[src/rtl/detect_winner.sv]
// Win/draw detector for the 4x4 Connect-4 board.
// Registers a 2-bit status: 00 in progress, 01 win, 10 draw, 11 invalid.
module detect_winner (
    input  logic        clk,
    input  logic        reset,
    input  logic [15:0] game_board,
    input  logic [15:0] player_cells,
    output logic [1:0]  game_status
);

    localparam logic [1:0] IN_PROGRESS = 2'b00;
    localparam logic [1:0] WIN         = 2'b01;
    localparam logic [1:0] DRAW        = 2'b10;
    localparam logic [1:0] INVALID     = 2'b11;

    localparam logic [15:0] ROW0  = 16'h000F;
    localparam logic [15:0] ROW1  = 16'h00F0;
    localparam logic [15:0] ROW2  = 16'h0F00;
    localparam logic [15:0] ROW3  = 16'hF000;
    localparam logic [15:0] COL0  = 16'h1111;
    localparam logic [15:0] COL1  = 16'h2222;
    localparam logic [15:0] COL2  = 16'h4444;
    localparam logic [15:0] COL3  = 16'h8888;
    localparam logic [15:0] DIAG0 = 16'h8421;
    localparam logic [15:0] DIAG1 = 16'h1248;

    logic [15:0] owned;
    logic [9:0]  line_hit;
    logic        win;
    logic        invalid;
    logic        full;
    logic [1:0]  status_next;

    // Only cells that are both occupied and owned can form a line.
    assign owned = player_cells & game_board;

    // One bit per candidate line; any set bit is a win.
    always_comb begin
        line_hit[0] = (owned & ROW0)  == ROW0;
        line_hit[1] = (owned & ROW1)  == ROW1;
        line_hit[2] = (owned & ROW2)  == ROW2;
        line_hit[3] = (owned & ROW3)  == ROW3;
        line_hit[4] = (owned & COL0)  == COL0;
        line_hit[5] = (owned & COL1)  == COL1;
        line_hit[6] = (owned & COL2)  == COL2;
        line_hit[7] = (owned & COL3)  == COL3;
        line_hit[8] = (owned & DIAG0) == DIAG0;
        line_hit[9] = (owned & DIAG1) == DIAG1;
    end

    assign win     = |line_hit;
    assign invalid = |(player_cells & ~game_board);
    assign full    = (game_board == 16'hFFFF);

    // Priority: a corrupt map overrides everything, and a win on the
    // last free cell is still a win rather than a draw.
    always_comb begin
        status_next = IN_PROGRESS;
        if (invalid) begin
            status_next = INVALID;
        end else if (win) begin
            status_next = WIN;
        end else if (full) begin
            status_next = DRAW;
        end
    end

    // Status register, recomputed every cycle from the current inputs.
    always_ff @(posedge clk) begin
        if (reset) begin
            game_status <= IN_PROGRESS;
        end else begin
            game_status <= status_next;
        end
    end

endmodule

[config.mk]
export PLATFORM = sky130hd
export DESIGN_NAME = detect_winner
export DESIGN_NICKNAME = d
export VERILOG_FILES = /design/src/rtl/detect_winner.sv
export SDC_FILE = /design/constraint.sdc
export NUM_CORES = 1
export LEC_CHECK = 0
export CORE_MARGIN = 2
export CORE_UTILIZATION = 26
export CTS_BUF_LIST = sky130_fd_sc_hd__clkbuf_8
export DETAILED_ROUTE_END_ITERATION = 12
export GPL_TIMING_DRIVEN = 0
export PLACE_DENSITY = 0.69
export SLEW_MARGIN = 20
export SYNTH_ARGS = -nofsm -noshare
export SYNTH_HDL_FRONTEND = slang
export SYNTH_SLANG_ARGS = --single-unit
[constraint.sdc]
create_clock -name clk -period 2.1 [get_ports clk]
set_clock_uncertainty 0.15 [all_clocks]
set_input_delay 0.42 -clock clk [delete_from_list [all_inputs] [get_ports clk]]
set_output_delay 0.42 -clock clk [all_outputs]
set_load 0.02 [all_outputs]
Word level (Yosys, flattened, before mapping)
Cells that the tools add are included.
{"block": "totals", "reg_bits": 2, "output_inout_bits": 2, "elab_cells": 20}
{"block": "op_classes", "n_eq_ne": 11, "muxes": 3, "n_bitwise": 3, "n_reduce_logical": 2}
{"cell": "$eq A4 B4 Y1 const B", "n": 10}
{"cell": "$and A16 B16 Y16", "n": 2}
{"cell": "$eq A16 B16 Y1 const B", "n": 1}
{"cell": "$not A16 Y16", "n": 1}
{"cell": "$reduce_or A16 Y1", "n": 1}
{"cell": "$reduce_or A10 Y1", "n": 1}
{"cell": "$mux W2", "n": 3}

Logic depth before layout (Yosys ltp)
{"block": "logic_depth", "ltp_word": 5, "ltp_mapped": 5, "depth_no_buf": 5}

Worst setup path after synthesis
OpenSTA, ideal clock, no wires.
{"block": "synth_timing", "path_type": "in2reg", "startpoint": "in player_cells[7]", "endpoint": "reg game_status[0]", "setup_ps": 143, "t_arrival_ps": 1436, "required_ps": 1807, "slack_ps": 371, "cell_stages": 5, "cell_sequence": "nor2b_1 > a2111oi_2 > o2111ai_1 > nor4_2 > a41oi_1"}
{"block": "synth_via", "elab_chain_cells": 5, "word_cells_on_any_way": 8, "classes_between": "2 x eq/ne; 2 x mux; 2 x bitwise; 2 x reduce/logical"}
{"element": "start: declaration", "line_no": "7", "text": "input logic [15:0] player_cells,"}
{"element": "$and A16 B16 Y16", "line_no": "35", "text": "assign owned = player_cells & game_board;"}
{"element": "$eq A4 B4 Y1 (on tied branches)", "line_no": "40, 46"}
{"element": "$reduce_or A10 Y1", "line_no": "51", "text": "assign win = |line_hit;"}
{"element": "$mux W2", "line_no": "61", "text": "end else if (win) begin"}
{"element": "$mux W2 *", "line_no": "59", "text": "if (invalid) begin"}
{"element": "end signal: assignment", "line_no": "73", "text": "game_status <= status_next;"}
{"element": "end: declaration", "line_no": "8", "text": "output logic [1:0] game_status"}
Mark *: on every way between the ends. The rest lies on a longest branch, timed or not.
A chain may end at the register's enable or synchronous reset.

Worst setup path after layout
Same ends and word-level chain as after synthesis.

==> flow_summary_export.csv <==
group,metric,value,unit
drt,post_drt_wl_per_cell,13.1,µm
logic_synthesis,synth_nets,99,
logic_synthesis,ys.flop_type,"dfxtp_1",
drt,drtAntennaViolNets,0,
drt,drcViolationCount,0,
global_route,grt_pass1_wl,2590,µm
flow_run,drv_cap,0,
logic_synthesis,synth_top_area_share,19.9,%
sta,finalSetupViolCount,0,
clock_tree,cts_buffers,3,
global_route,use_met3,2.92,%
finish,largest_reg_flops,2,
clock_tree,cts_setup_buffers,0,
drt,drtIter0Drc,18,
logic_synthesis,yosysMostFrequentCell,"nand4_1",
status,outcome,"finished, final reports clean",
global_route,antenna_found_initial,0,
placed_design,place.gp.congestion,0.894,
pwr,p_comb_share,39.4,%
clock_tree,clkTransAtPathRegs,0.03,ns
pwr,vdd_drop_max,0.000199,V
pwr,leakagePower,0.355,nW
logic_synthesis,yosys.area.top_type,"nand4_1",
logic_synthesis,synth_seq_area_share,9.79,%
global_route,grt_use_met1,21.8,%
die,coreArea,1490,µm²
global_route,track_usage,17.9,%
sta,rsz0062_at_grt,"no",
clock_tree,clock_path_buffers,2,
sta,period_share,94.6,%
logic_synthesis,synth_edf_count,0,
finish,finalNetCount,139,
sta,fmax,0.503,GHz
worst_setup_path,crit_path_end_kind,"flop",
die,dieArea,1910,µm²
drt,vias_per_cell,5.61,
finish,instances_no_fill,119,
logic_synthesis,yosys_register_bits,2,
logic_synthesis,synth_area,409,µm²
worst_setup_path,cp_max_fo,3,
placed_design,dpl.hpwl,1330,µm
sta,drv_slew,0,
clock_tree,cts_hold_buf,0,
worst_setup_path,worstSetupPathType,"in2reg",
logic_synthesis,synth_cell_types,23,
global_route,first_global_vias,622,
die,fp.dieW,43.7,µm
placed_design,dp_cells,116,
placed_design,portBuffers,35,
logic_synthesis,yosys-top-cells-count,"nand4_1, inv_1, nand2_1, nor2b_1, o22ai_1",
pwr,p_clk_share,47.5,%
clock_tree,htreeDepth,1,
die,die_h,43.7,µm
sta,worst_pin_slew,0.386,ns
sta,slew_headroom,74.2,%
drt,dr.pass1.iters,4,
drt,wl,1560,µm
worst_setup_path,critical_path_required,2.01,ns
global_route,met2_usage,30.0,%
finish,regMostFlops,"game_status",
pwr,p_seq_share,13.1,%
finish,area_growth,104,%
global_route,gr-total-overflow,0,
finish,drive_above_1_share,5.83,%
logic_synthesis,ys.warnings.count,0,
finish,n_antenna_cell,0,
global_route,grt_max_degree,6,
logic_synthesis,syn_inst,65,
die,boundaryPins,36,
drt,vias,667,
worst_setup_path,arrival,1.90,ns
logic_synthesis,async_flop_share,0,%
sta,tns,0,ns
worst_setup_path,cp-start-kind,"input port",
die,rows,14,
worst_hold_path,hp-class,"in2reg",
finish,reg_top3,"game_status (2)",
pwr,p_sw,0.0790,mW
die,start_util,27.5,%
clock_tree,root_buffer,"clkbuf_8",
clock_tree,tritoncts,"done",
sta,period_minus_slack,1.99,ns
pwr,p_int,0.235,mW
sta,finalHoldViolations,0,
logic_synthesis,syn_area_per_cell,6.29,µm²
sta,hold_slack,0.451,ns
pwr,sw_frac_of_total,25.1,%
pwr,p_per_area,376,nW/µm²
finish,utilization,56.1,%
clock_tree,clock-sinks,2,
global_route,grt_busiest_layer,"met2",
logic_synthesis,synthTopCellsByArea,"nand4_1, dfxtp_1, inv_1",
critical path, cell delays in order:
cell             delay [ns]
clkdlybuf4s50_1        0.44
nor2b_1                0.15
a2111oi_2              0.21
o2111ai_1              0.19
nor4_2                 0.33
a41oi_1                0.16
layout make-up:
cell class / instances / area [µm²]
clock buffers: 3 / 41.3
fillers: 147 / 653
inverters: 10 / 37.5
multi-input cells: 53 / 332
flip-flops and latches: 2 / 40.0
well taps: 16 / 20.0
repair buffers: 35 / 365
final timing paths:
check / start / cells after the start / slack, ns / to
setup / recovery: player_cells[7] / 6 / 0.11 / game_status[0]$_SDFF_PP0_
hold / removal: game_board[7] / 3 / 0.45 / game_status[1]$_SDFF_PP0_
power groups by stage:
stage               Combinational [mW]  Sequential, mW  Clock, mW
floorplan                       0.0305          0.0445          0
global placement                 0.125          0.0416          0
detailed placement               0.124          0.0416          0
CTS                              0.125          0.0412      0.152
global route                     0.134          0.0411      0.159
finish                           0.124          0.0411      0.149
per-layer routing:
layer / part of all wire, % / wire length, µm
met1: 42 / 658
met2: 47 / 740
met3: 8.7 / 136
met4: 1.7 / 27
met5: 0 / 0
timing repair:
action / CTS / global route
pin swaps: 1 / 4
setup endpoints to repair: 1 / 1
resized for setup: 0 / 6
per-stage QoR:
step | instance area [µm²] | power [mW] | setup slack [ns]
floorplan | 409 | 0.0749 | 0.371
global placement | 779 | 0.166 | -0.263
detailed placement | 779 | 0.166 | -0.248
CTS | 821 | 0.318 | 0.0859
global route | 836 | 0.334 | 0.0221
finish | 836 | 0.315 | 0.113
cells in the final DEF, fill, tap and decap left out, drive strengths merged, types with 2 or more instances in the layout:
cell type and n:
clkdlybuf4s50 29, nand4 13, inv 10, nand2 7, dlymetal6s2s 6, nor2b 5, o22ai 5, nor3 3
nor2 3, clkbuf 3, a21oi 2, nand3 2, and2 2, dfxtp 2
logic make-up (layout without fill, tap and decap cells):
group                  after synthesis  count (layout)  synth area share (%)
DFF                                  2               2                  9.79
AOI/OAI and AO/OA                   14              14                  26.3
buffers and inverters               10              48                  9.17
and+or+nand+nor                     39              39                  54.7
Note: power is estimated with default switching activity, not from simulation.
